--- config.mk ---
export PLATFORM = sky130hd
export DESIGN_NAME = dmem_arbiter
export DESIGN_NICKNAME = d
export VERILOG_FILES = /design/src/rtl/dmem_arbiter_pkg.sv /design/src/rtl/dmem_arbiter_starve_counter.sv /design/src/rtl/dmem_arbiter.sv
export SDC_FILE = /design/constraint.sdc
export NUM_CORES = 1
export LEC_CHECK = 0
export BUFFER_PORTS_ARGS = -buffer_cell sky130_fd_sc_hd__buf_2
export CAP_MARGIN = 5
export CORE_MARGIN = 10
export CORE_UTILIZATION = 31
export CTS_CLUSTER_SIZE = 16
export DETAILED_ROUTE_END_ITERATION = 8
export GPL_TIMING_DRIVEN = 0
export PLACE_DENSITY = 0.89
export SLEW_MARGIN = 20
export SYNTH_ARGS = -nofsm -noshare
export SYNTH_HDL_FRONTEND = slang
export SYNTH_SLANG_ARGS = --single-unit
export TNS_END_PERCENT = 10
--- constraint.sdc ---
create_clock -name clock -period 2.7 [get_ports clock]
set_input_delay 0.675 -clock clock [delete_from_list [all_inputs] [get_ports clock]]
set_output_delay 0.675 -clock clock [all_outputs]
set_load 0.02 [all_outputs]
--- src/rtl/dmem_arbiter_pkg.sv ---
// Shared definitions for the data-memory arbiter: VGA read FSM encoding and
// default dmem geometry.
package dmem_arbiter_pkg;

    localparam int DMEM_ADDR_W = 12;
    localparam int DMEM_DATA_W = 32;
    localparam int STARVE_CNT_W = 8;

    typedef enum logic [1:0] {
        V_IDLE = 2'd0,
        V_WAIT = 2'd1,
        V_DATA = 2'd2
    } vga_state_e;

endpackage

--- src/rtl/dmem_arbiter_starve_counter.sv ---
// Saturating, clearable up-counter that flags when a pending VGA request has
// waited LIMIT ungranted cycles.
module dmem_arbiter_starve_counter
    import dmem_arbiter_pkg::*;
#(
    parameter int LIMIT = 8
) (
    input  logic clock,
    input  logic reset,
    input  logic inc,
    input  logic clr,
    output logic at_limit
);

    localparam logic [STARVE_CNT_W-1:0] LIMIT_C = STARVE_CNT_W'(LIMIT);

    logic [STARVE_CNT_W-1:0] cnt_q;
    logic [STARVE_CNT_W-1:0] cnt_d;

    // Next count: clear wins, otherwise count up and hold at the limit.
    always_comb begin
        cnt_d = cnt_q;
        if (clr) begin
            cnt_d = {STARVE_CNT_W{1'b0}};
        end else if (inc && (cnt_q != LIMIT_C)) begin
            cnt_d = cnt_q + STARVE_CNT_W'(1);
        end else begin
            cnt_d = cnt_q;
        end
    end

    // Count register with synchronous active-low reset.
    always_ff @(posedge clock) begin
        if (!reset) begin
            cnt_q <= {STARVE_CNT_W{1'b0}};
        end else begin
            cnt_q <= cnt_d;
        end
    end

    assign at_limit = (cnt_q == LIMIT_C);

endmodule

--- src/rtl/dmem_arbiter.sv ---
// Single-port dmem arbiter: the processor has priority, VGA reads fill idle
// cycles, and a starvation guard forces one VGA slot after a bounded wait.
module dmem_arbiter
    import dmem_arbiter_pkg::*;
#(
    parameter int ADDR_W       = DMEM_ADDR_W,
    parameter int DATA_W       = DMEM_DATA_W,
    parameter int STARVE_LIMIT = 8
) (
    input  logic              clock,
    input  logic              reset,
    input  logic [ADDR_W-1:0] proc_addr,
    input  logic [DATA_W-1:0] proc_wdata,
    input  logic              proc_wren,
    input  logic              proc_rden,
    output logic              proc_stall,
    output logic [DATA_W-1:0] proc_q,
    input  logic              vga_req,
    input  logic [ADDR_W-1:0] vga_addr,
    output logic              vga_rvalid,
    output logic [DATA_W-1:0] vga_rdata,
    output logic [ADDR_W-1:0] mem_addr,
    output logic [DATA_W-1:0] mem_wdata,
    output logic              mem_wren,
    input  logic [DATA_W-1:0] mem_q
);

    vga_state_e state_q;
    vga_state_e state_d;

    logic proc_acc_s;
    logic force_s;
    logic pending_s;
    logic grant_s;
    logic cancel_s;

    assign proc_acc_s = proc_wren | proc_rden;

    // A request counts as pending in V_IDLE (zero-wait path) and in V_WAIT;
    // reset gates it so nothing is granted while reset is held.
    assign pending_s = reset && vga_req && ((state_q == V_IDLE) || (state_q == V_WAIT));
    assign grant_s   = pending_s && (force_s || !proc_acc_s);
    assign cancel_s  = reset && (state_q == V_WAIT) && !vga_req;

    // Every ungranted pending cycle is counted, so a request raised at cycle N
    // is forced no later than N+STARVE_LIMIT.
    dmem_arbiter_starve_counter #(
        .LIMIT(STARVE_LIMIT)
    ) u_starve (
        .clock   (clock),
        .reset   (reset),
        .inc     (pending_s && !grant_s),
        .clr     (grant_s || cancel_s),
        .at_limit(force_s)
    );

    // VGA FSM state register.
    always_ff @(posedge clock) begin
        if (!reset) begin
            state_q <= V_IDLE;
        end else begin
            state_q <= state_d;
        end
    end

    // VGA FSM next-state logic.
    always_comb begin
        state_d = state_q;
        case (state_q)
            V_IDLE: begin
                if (vga_req) begin
                    state_d = grant_s ? V_DATA : V_WAIT;
                end else begin
                    state_d = V_IDLE;
                end
            end
            V_WAIT: begin
                if (!vga_req) begin
                    state_d = V_IDLE;
                end else if (grant_s) begin
                    state_d = V_DATA;
                end else begin
                    state_d = V_WAIT;
                end
            end
            V_DATA:  state_d = V_IDLE;
            default: state_d = V_IDLE;
        endcase
    end

    // Grant mux and status outputs.
    always_comb begin
        mem_wdata  = proc_wdata;
        vga_rvalid = (state_q == V_DATA);
        if (grant_s) begin
            mem_addr   = vga_addr;
            mem_wren   = 1'b0;
            proc_stall = proc_acc_s;
        end else begin
            mem_addr   = proc_addr;
            mem_wren   = reset && proc_wren;
            proc_stall = 1'b0;
        end
    end

    assign proc_q    = mem_q;
    assign vga_rdata = mem_q;

endmodule

==> results of run 1 <==
## final timing paths
| path | cells past startpoint | slack [ns] | endpoint | startpoint |
|---|---|---|---|---|
| setup reg to reg | 6 | 1.12 | u_starve.cnt_q[1] | u_starve.cnt_q[0] |
| setup / recovery | 8 | 0.08 | mem_addr[7] | u_starve.cnt_q[0] |
| hold / removal | 2 | 0.54 | u_starve.cnt_q[4] | u_starve.cnt_q[4] |
| hold reg to reg | 2 | 0.54 | u_starve.cnt_q[4] | u_starve.cnt_q[4] |
## repair_timing
action,in CTS,in global routing
endpoints found under the setup margin,8,8
pin swaps,0,1
buffers inserted,0,1
hold endpoints to repair,0,0
resized for setup,3,1
## power by group through the flow
stage / clock network [mW] / logic (mW) / registers, mW
2_1_floorplan: 0 / 0.263 / 0.155
3_5_place_dp: 0 / 0.379 / 0.156
5_1_grt: 0.159 / 0.400 / 0.154
3_3_place_gp: 0 / 0.372 / 0.156
4_1_cts: 0.156 / 0.381 / 0.154
6_report: 0.150 / 0.376 / 0.154
## per-layer routing
| layer | global-route usage, % | share of wire (%) | up-vias |
|---|---|---|---|
| met5 | 0 | 0 | - |
| met3 | 7.54 | 15 | 2 |
| met2 | 24.6 | 58 | 94 |
| li1 | - | - | 731 |
| met1 | 9.16 | 27 | 638 |
| met4 | 2.20 | 0.27 | 0 |
## state kept, by name, summed over array words and instances, names as in the netlist
signal and flops:
state_q 2, u_starve.cnt_q 8
## cell families (layout without fill, tap and decap cells)
family,after synthesis,count (layout),share of synthesized area (%)
AOI/OAI and AO/OA,5,5,3.71
xor gates and xnor gates,7,7,4.23
adders and majority gates,2,2,1.73
buffers and inverters,99,242,51.0
DFF,10,10,13.8
muxes,13,13,12.1
and+or+nand+nor,32,32,13.4
## area by class of cell
| cell class | instances | area, sq um |
|---|---|---|
| Inverter | 2 | 7.51 |
| Buffer | 97 | 736 |
| Tap cell | 52 | 65.1 |
| Sequential cell | 10 | 203 |
| Multi-Input combinational cell | 59 | 514 |
| Clock buffer | 3 | 41.3 |
| Fill cell | 425 | 2170 |
| Timing Repair Buffer | 140 | 703 |
## critical path: stages (launching register included)
cell and delay [ns]:
dfxtp_2 0.37, inv_1 0.06, ha_1 0.20, and4bb_4 0.22, a21oi_4 0.18, nor2_4 0.07, buf_8 0.15, mux2_4 0.30
buf_2 0.16
## cell usage in the layout (no fill, tap or decap)
cell type,count
nor2b_1,1
o21ai_0,1
mux2_4,8
nor2_4,2
xnor2_1,7
nor2_1,10
dfxtp_1,8
nor3_4,1
mux2i_1,1
mux2_2,4
dfxtp_2,2
nand2b_1,1
nand3_1,1
a21oi_4,1
buf_8,1
buf_4,97
nor3_1,1
a211oi_2,1
nand4_1,1
and4bb_4,1
a211oi_1,1
o211ai_2,1
ha_1,2
nand2_1,7
clkbuf_8,3
buf_2,139
nor4_1,5
inv_1,2
nand3b_4,1
==> metrics.md, run 1 <==
| Metric | Value |
|---|---|
| Outcome | completed |
| Sequential share of the synthesized area | 13.8% |
| Post-route DRC | 0 |
| Syn Nets | between 200 and 300 |
| Async set-reset flop share out of synthesis | 0% |
| Switch share | 36.5% |
| Largest net degree at the start of global routing | 11 |
| Final Core Density | between 50% and 60% |
| Reg power frac | 22.7% |
| Area share of the largest cell type after synthesis | a little under 50% |
| Setup tns final | 0 ns |
| Design Area, Final | between 2000 and 2500 sq um |
| Top-count cell post-synth | buf_4 |
| Dominant synthesized flop cell | dfxtp_1 |
| First-pass GRT wire length | between 7000 and 8000 um |
| Minimum clock period | ~2.6 ns |
| Final critical-path share of the clock period | 97.1% |
| Fin cells | approximately 360 |
| Min-delay worst type | reg -> reg |
| P per Cell Area | approximately 300 nW/um^2 |
| Area Overhead vs Synth | 56.6% |
| Antenna-violating nets left | 0 |
| Top cells by area, synth | buf_4 (50%), dfxtp_1 (14%), mux2_4 (8.3%), xnor2_1 (4.2%), mux2_2 (3.1%) |
| Synth Register Bits | 10 |
| Crit Path Category | reg -> out |
| Layout cells sized above 1 | 84.2% |
| CTS tree | yes |
| CP Launch Type | flip-flop |
| Overall power | roughly 680 uW |
| Bufs on Longest Clock Path | 2 |
| Max-slew violations | 0 |
| Clk Latency, worst-skew pair | around 0.23 ns |
| Worst-path clk slew | approximately 0.05 ns |
| DP Wirelength | 5220 um |
| Die height | slightly below 90 um |
| Vias in the first global route | 1,556 |
| RSZ-0062 raised after global routing | no |
| CTS Buf Count | 3 |
| Arr. time, crit path | ~2.0 ns |
| Initial DRC count | 29 |
| Cell taking the most area after synthesis | buf_4 |
| Grt total ovfl | 0 |
| Routed WL | roughly 5600 um |
| Logic pwr share | a little under three fifths |
| Placed Instance Area | ~2200 sq um |
| Post-synthesis cell count | roughly 170 |
| Clk sink count | 10 |
| Vias per std cell | 4.04 |
| Psw | roughly 250 uW |
| Final layout net count | around 410 |
| Worst-Margin Slew | 0.384 ns |
| Placed insts | ~360 |
| Setup violations, final | 0 |
| Die area | slightly below 8000 sq um |
| Number of synthesized flops with an enable pin | 0 |
| Worst hold slack | around 0.54 ns |
| Crit end category | output pin |
| Antenna diode count | 0 |
| Initial antenna violation count | 0 |
| Fmax achieved | about 380 MHz |
| H-tree Lvls | 1 |
| Placer congestion estimate | 0.764 |
| WP data required | between 2 and 2.5 ns |
| Leak Pwr | between 1 and 1.5 nW |
| Synthesis Warnings | 0 |
| Die W | ~88 um |
| IO Port Bufs | between 100 and 150 |
| Critical path peak fanout | 10 |
| Worst slack at placement | -0.0532 ns |
| DR WL/cell | around 15 um |
| Routed vias | between 1,000 and 1,500 |
| Clock Skew | about 0.0063 ns |
| Synthesized cell area | between 1000 and 1500 sq um |
| Core area | between 4000 and 5000 sq um |
| Syn avg cell area | about 8.6 sq um |
| Initial Utilization | between 30% and 40% |
| Hold buffers post-CTS | 0 |
| Max Cap Viol | 0 |
| Synth top cells by count | buf_4 (96), dfxtp_1 (10), nor2_1 (10), mux2_4 (8) |
| Core Rows | 24 |
| Internal power | 431 uW |
| Rel. slew slack | approximately three quarters |
| Clock power share | between 20% and 30% |
| Clock root buffer | clkbuf_8 |
| VDD IR max | 0.0000995 V |
| Library cells used by synthesis | 27 |
| Final Hold Vio Count | 0 |
| Boundary Pins | roughly 200 |
| Total Routing Usage GR | around 12% |
| Final WS setup | ~0.078 ns |
| DR pass1 iterations | 4 |
Note: power is estimated with default switching activity, not from simulation.
==> run 2, diff against run 1 <==
--- a/config.mk
+++ b/config.mk
@@ -13,6 +13,7 @@
 export DETAILED_ROUTE_END_ITERATION = 8
 export GPL_TIMING_DRIVEN = 0
 export PLACE_DENSITY = 0.89
+export RECOVER_POWER = 100
 export SLEW_MARGIN = 20
 export SYNTH_ARGS = -nofsm -noshare
 export SYNTH_HDL_FRONTEND = slang
==> run 2 against run 1 <==
Against the previous run: worst setup slack gained 0.016 ns; final cell count is the same; sequential share of layout area grew 0.56 points; maximum frequency grew 0.62%; first-iteration DRC count shrank 34%; sequential power is essentially flat; largest cell class unchanged; largest power group unchanged; highest routed layer unchanged.
==> metrics.md, run 2 (same netlist as run 1, synthesis figures left out) <==
| Metric | Value |
|---|---|
| Arr. time, crit path | 1.93 ns (-0.02 ns) |
| FF/Latch Area | 203 sq um (unchanged) |
| Largest net degree at the start of global routing | 11 (unchanged) |
| Worst-Margin Slew | 0.635 ns (+0.251 ns) |
| Overall power | 659 uW (-2.9%) |
| DR pass1 iterations | 4 (unchanged) |
| Setup violations, final | 0 (unchanged) |
| Clock root buffer | clkbuf_8 |
| Setup crit start | u_starve.cnt_q[0] |
| Hold buffers post-CTS | 0 (unchanged) |
| CP max-delay cell | dfxtp_2 |
| Crit path capture | mem_addr[7] |
| VDD IR max | 0.0000977 V (-1.8%) |
| Hold path start | u_starve.cnt_q[4] |
| Minimum clock period | 2.61 ns (-0.0163 ns) |
| Vias per std cell | 4.06 (+0.48%) |
| Worst-path clk slew | 0.05 ns (about the same) |
| Min-delay worst type | reg -> reg |
| Fmax achieved | 384 MHz (+0.62%) |
| CP delay by family, top | buffers and inverters |
| Hold Path Stages | 2 (unchanged) |
| Fillcell total | 470 (+11%) |
| CP Launch Type | flip-flop |
| Die height | 88.4 um (unchanged) |
| CP cell instances | inv_1 -> ha_1 -> and4bb_4 -> a21oi_4 -> nor2_4 -> buf_8 -> mux2_4 -> clkbuf_2 |
| Final layout net count | 408 (unchanged) |
| Crit end category | output pin |
| Clk sink count | 10 (unchanged) |
| CTS tree | yes |
| Footprint of the multi-input gates | 504 sq um (-1.9%) |
| Clk Latency, worst-skew pair | 0.23 ns (about the same) |
| Crit Path Category | reg -> out |
| Reg2reg path depth | 6 (unchanged) |
| Core Rows | 24 (unchanged) |
| Initial antenna violation count | 0 (unchanged) |
| Initial DRC count | 19 (-34%) |
| R2R setup slack | 0.92 ns (-0.20 ns) |
| R2R Path End | u_starve.cnt_q[1] |
| Critical R2R Launch | u_starve.cnt_q[0] |
| Vias in the first global route | 1,556 (unchanged) |
| Max Cap Viol | 0 (unchanged) |
| Total Routing Usage GR | 12.0% (unchanged) |
| Most flop-heavy register | u_starve.cnt_q |
| H-tree Lvls | 1 (unchanged) |
| Routed vias | 1,472 (+0.48%) |
| Bufs on Longest Clock Path | 2 (unchanged) |
| Placer congestion estimate | 0.764 (unchanged) |
| Antenna-violating nets left | 0 (unchanged) |
| WP depth | 8 (unchanged) |
| Largest regs | u_starve.cnt_q x8, state_q x2 |
| Final critical-path share of the clock period | 96.5% (-0.60 points) |
| Routed WL | 5650 um (+1.5%) |
| Boundary Pins | 204 (unchanged) |
| Placed Instance Area | 2210 sq um (unchanged) |
| Rel. slew slack | 57.5% (-17 points) |
| DR WL/cell | 15.6 um (+1.5%) |
| First-pass GRT wire length | 7600 um (unchanged) |
| CTS Buf Count | 3 (unchanged) |
| Final Hold Vio Count | 0 (unchanged) |
| DP Wirelength | 5220 um (unchanged) |
| Layout cells sized above 1 | 51.8% (-32 points) |
| RSZ-0062 raised after global routing | no |
| Max FFs per register | 8 (unchanged) |
| Area Overhead vs Synth | 47.4% |
| Leak Pwr | 1.02 nW (-22%) |
| Critical path peak fanout | 10 (unchanged) |
| Grt total ovfl | 0 (unchanged) |
| Initial Utilization | 32.6% (unchanged) |
| Die W | 88.4 um (unchanged) |
| Core area | 4440 sq um (unchanged) |
| Placed insts | 359 (unchanged) |
| Final Core Density | 48.1% (-3.0 points) |
| Outcome | completed |
| Design Area, Final | 2140 sq um (-5.9%) |
| Commonest non-fill, non-tap cells in the layout | clkbuf_1 (99), buf_4 (97), buf_2 (30) |
| Worst path max stage delay | 0.36 ns (about the same) |
| Fin cells | 363 (unchanged) |
| Clock Skew | 0.00579 ns (-0.000479 ns) |
| WP data required | 2.03 ns (about the same) |
| Most common cell after layout, fill and taps aside | clkbuf_1 |
| Max-slew violations | 0 (unchanged) |
| Antenna diode count | 0 (unchanged) |
| Die area | 7810 sq um (unchanged) |
| Post-route DRC | 0 (unchanged) |
| P per Cell Area | 309 nW/um^2 (+3.2%) |
| IO Port Bufs | 139 (unchanged) |
| Worst path bufs/invs | 3 (unchanged) |
-- run 2: cell count changes in the layout (fill, tap and decap cells not counted), sizes merged --
cell	delta
buf	-109
clkbuf	+109
-- run 2: per-stage QoR --
stage	TNS [ns]	hold slack (ns)	worst slack (ns)
5_1_grt	0	0.579	0.0226
4_1_cts	0	0.554	0.00203
3_3_place_gp	-0.0674	0.521	-0.0155
6_report	0	0.543	0.0946
2_1_floorplan	0	0.499	0.348
3_5_place_dp	-0.340	0.540	-0.0532
-- run 2: power breakdown --
| group | leakage, nW | switching (mW) | internal (mW) |
|---|---|---|---|
| sequential | 0.0819 | 0.00269 | 0.151 |
| clock | 0.0216 | 0.0521 | 0.0970 |
| combinational | 0.914 | 0.196 | 0.160 |
| total | 1.02 | 0.251 | 0.409 |
-- run 2: timing repair --
item | 4_1_cts | 5_1_grt
pin swaps | 0 | 1
setup buffers | 0 | 1
resized for setup | 3 | 1
endpoints found under the setup margin | 8 | 8
-- run 2: per-layer routing --
layer / routed length (um) / vias to the layer above / GRT usage [%]
li1: - / 731 / -
met1: 1610 / 647 / 9.16
met2: 3200 / 92 / 24.6
met3: 826 / 2 / 7.54
met4: 15 / 0 / 2.20
met5: 0 / - / 0
-- run 2: worst register-to-register path, cell delays in order (launching register included) --
cell and delay, ns:
dfxtp_2 0.36, inv_1 0.06, ha_1 0.20, and4bb_4 0.22
a211oi_1 0.51, mux2i_1 0.25, nor2_1 0.05
-- run 2: cell type report --
type                    count  area share, %
plain buffers              97           34.4
clock buffers               3           1.93
inverters                   2          0.351
multi-input cells          59           23.6
flip-flops and latches     10           9.49
well taps                  52           3.05
repair buffers            140           27.1
-- run 2: worst min path at each step --
stage | to | slack [ns]
2_1_floorplan | u_starve.cnt_q[4] | 0.50
3_3_place_gp | u_starve.cnt_q[4] | 0.52
3_5_place_dp | u_starve.cnt_q[4] | 0.54
4_1_cts | u_starve.cnt_q[0] | 0.55
5_1_grt | u_starve.cnt_q[1] | 0.58
6_report | u_starve.cnt_q[4] | 0.54
==> run 3, diff against run 2 <==
--- a/config.mk
+++ b/config.mk
@@ -8,11 +8,11 @@
 export BUFFER_PORTS_ARGS = -buffer_cell sky130_fd_sc_hd__buf_2
 export CAP_MARGIN = 5
 export CORE_MARGIN = 10
-export CORE_UTILIZATION = 31
+export CORE_UTILIZATION = 33
 export CTS_CLUSTER_SIZE = 16
 export DETAILED_ROUTE_END_ITERATION = 8
 export GPL_TIMING_DRIVEN = 0
-export PLACE_DENSITY = 0.89
+export PLACE_DENSITY = 0.94
 export RECOVER_POWER = 100
 export SLEW_MARGIN = 20
 export SYNTH_ARGS = -nofsm -noshare
==> constraint.sdc (replaced) <==
create_clock -name clock -period 3.2 [get_ports clock]
set_input_delay 0.8 -clock clock [delete_from_list [all_inputs] [get_ports clock]]
set_output_delay 0.8 -clock clock [all_outputs]
set_load 0.02 [all_outputs]
==> run 3 against run 2 <==
Against the previous run: sequential power fell by 16%; worst setup slack improved by 0.14 ns; total power fell by 16%; clock power fell by 14%; clock skew fell by 0.0050 ns; cell area fell by 1.7%; sequential share of layout area barely moved; routed wire length fell by 1.8%; register-to-register slack improved by 0.48 ns; non-clock buffer count fell by 1; global-route usage rose by 0.46 points.
==> metrics.md, run 3 (same netlist as run 1, synthesis figures left out) <==
| Metric | Value |
|---|---|
| Outcome | completed |
| P per Cell Area | 264 nW/um^2 (-15%) |
| Routed WL | 5550 um (-1.8%) |
| Die height | 86.3 um (-2.4%) |
| CTS Buf Count | 3 (unchanged) |
| Max Cap Viol | 0 (unchanged) |
| Hold buffers post-CTS | 0 (unchanged) |
| WP data required | 2.40 ns (+0.37 ns) |
| Total Routing Usage GR | 12.5% (+0.46 points) |
| Most flop-heavy register | u_starve.cnt_q |
| CP delay by family, top | simple AND/OR/NAND/NOR gates |
| Core Rows | 24 (unchanged) |
| Worst-Margin Slew | 0.661 ns (+0.0262 ns) |
| Core area | 4290 sq um (-3.4%) |
| Antenna diode count | 0 (unchanged) |
| Initial Utilization | 33.7% (+1.1 points) |
| Boundary Pins | 204 (unchanged) |
| Initial antenna violation count | 0 (unchanged) |
| Setup violations, final | 0 (unchanged) |
| Final WS setup | 0.235 ns (+0.141 ns) |
| RSZ-0062 raised after global routing | no |
| Final Hold Vio Count | 0 (unchanged) |
| CP Launch Type | primary input |
| Clock Skew | 0.000791 ns (-0.00500 ns) |
| VDD IR max | 0.000105 V (+7.6%) |
| Largest net degree at the start of global routing | 11 (unchanged) |
| Min-delay worst type | reg -> reg |
| IO Port Bufs | 139 (unchanged) |
| Most common cell after layout, fill and taps aside | clkbuf_1 |
| Initial DRC count | 56 (+37) |
| Design Area, Final | 2100 sq um (-1.7%) |
| Overall power | 554 uW (-16%) |
| Area Overhead vs Synth | 44.9% |
| CTS tree | yes |
| Worst path max stage delay | 0.32 ns (-0.04 ns) |
| Clock root buffer | clkbuf_8 |
| Largest regs | u_starve.cnt_q x8, state_q x2 |
| Final critical-path share of the clock period | 92.6% |
| Max-slew violations | 0 (unchanged) |
| Crit Path Category | in -> out |
| Fillcell total | 465 (-1.1%) |
| DP Wirelength | 5100 um (-2.4%) |
| Rel. slew slack | 55.8% (-1.8 points) |
| Critical path peak fanout | 10 (unchanged) |
| Final layout net count | 407 (-0.25%) |
| Post-route DRC | 0 (unchanged) |
| Antenna-violating nets left | 0 (unchanged) |
| Vias in the first global route | 1,564 (+0.51%) |
| Setup tns final | 0 ns (unchanged) |
| H-tree Lvls | 1 (unchanged) |
| DR WL/cell | 15.3 um (-1.5%) |
| Placer congestion estimate | 0.866 (+13%) |
| CP cell instances | clkbuf_1 -> nor2_2 -> a21oi_4 -> nor2_4 -> buf_6 -> mux2_4 -> clkbuf_1 |
| Placed Instance Area | 2210 sq um (unchanged) |
| Clk sink count | 10 (unchanged) |
| DR pass1 iterations | 4 (unchanged) |
| Post CTS Setup Buffer Count | 0 (unchanged) |
| Worst-path clk slew | 0.04 ns (about the same) |
| Fin cells | 362 (-0.28%) |
| Routed vias | 1,507 (+2.4%) |
| Max FFs per register | 8 (unchanged) |
| Worst slack at placement | 0.223 ns (+0.276 ns) |
| Fmax achieved | between 300 and 400 MHz |
| Crit end category | output pin |
| Die area | 7440 sq um (-4.7%) |
| Bufs on Longest Clock Path | 2 (unchanged) |
| First-pass GRT wire length | 7730 um (+1.7%) |
| Worst path bufs/invs | 3 (unchanged) |
| Die W | 86.3 um (-2.4%) |
| Clk Latency, worst-skew pair | 0.23 ns (about the same) |
| Commonest non-fill, non-tap cells in the layout | clkbuf_1 (110), buf_4 (96), buf_2 (29) |
| CP max-delay cell | mux2_4 |
| Minimum clock period | just under 3 ns |
| Cell mode on critical path | clkbuf_1 |
| Leak Pwr | 0.979 nW (-3.7%) |
| Layout cells sized above 1 | 47.1% (-4.7 points) |
| Arr. time, crit path | 2.16 ns (+0.23 ns) |
| Post-CTS Resized | 0 (-3) |
| Grt total ovfl | 0 (unchanged) |
| Placed insts | 359 (unchanged) |
| Vias per std cell | 4.16 (+2.7%) |
run 3: final timing paths:
| path | startpoint | slack [ns] | to | cells after the start |
|---|---|---|---|---|
| worst max register to register | u_starve.cnt_q[0] | 1.40 | u_starve.cnt_q[1] | 6 |
| worst min-delay path | u_starve.cnt_q[3] | 0.56 | u_starve.cnt_q[3] | 2 |
| worst max-delay path | proc_rden | 0.24 | mem_addr[7] | 7 |
| worst min register to register | u_starve.cnt_q[3] | 0.56 | u_starve.cnt_q[3] | 2 |
run 3: worst min-delay path, cell delays in order, from the launching register on:
cell and delay, ns:
dfxtp_1 0.36, xnor2_1 0.09, nor2_1 0.07
run 3: routing by layer:
| layer | track usage (%) | vias up | wire, um |
|---|---|---|---|
| met5 | 0 | - | 0 |
| met4 | 2.21 | 0 | 23 |
| met3 | 8.44 | 3 | 848 |
| met2 | 23.3 | 105 | 2970 |
| met1 | 10.9 | 665 | 1710 |
| li1 | - | 734 | - |
run 3: through the flow:
stage,util (%),hold WS (ns)
after detailed placement,51.5,0.550
final,48.9,0.558
after CTS,52.4,0.566
after global placement,51.5,0.520
after floorplan,-,0.499
after global routing,48.9,0.586
run 3: power breakdown:
part           internal, mW  switching (mW)  total [mW]
combinational         0.132           0.165       0.297
sequential            0.127         0.00215       0.129
clock                0.0820          0.0457       0.128
run 3: layout make-up:
type | instances | area, sq um | area share [%]
buffer | 97 | 732 | 34.9
timing repair buffer | 139 | 558 | 26.6
multi-input combinational | 59 | 495 | 23.6
sequential | 10 | 200 | 9.54
tap | 52 | 65.1 | 3.10
clock buffer | 3 | 41.3 | 1.97
inverter | 2 | 7.51 | 0.358
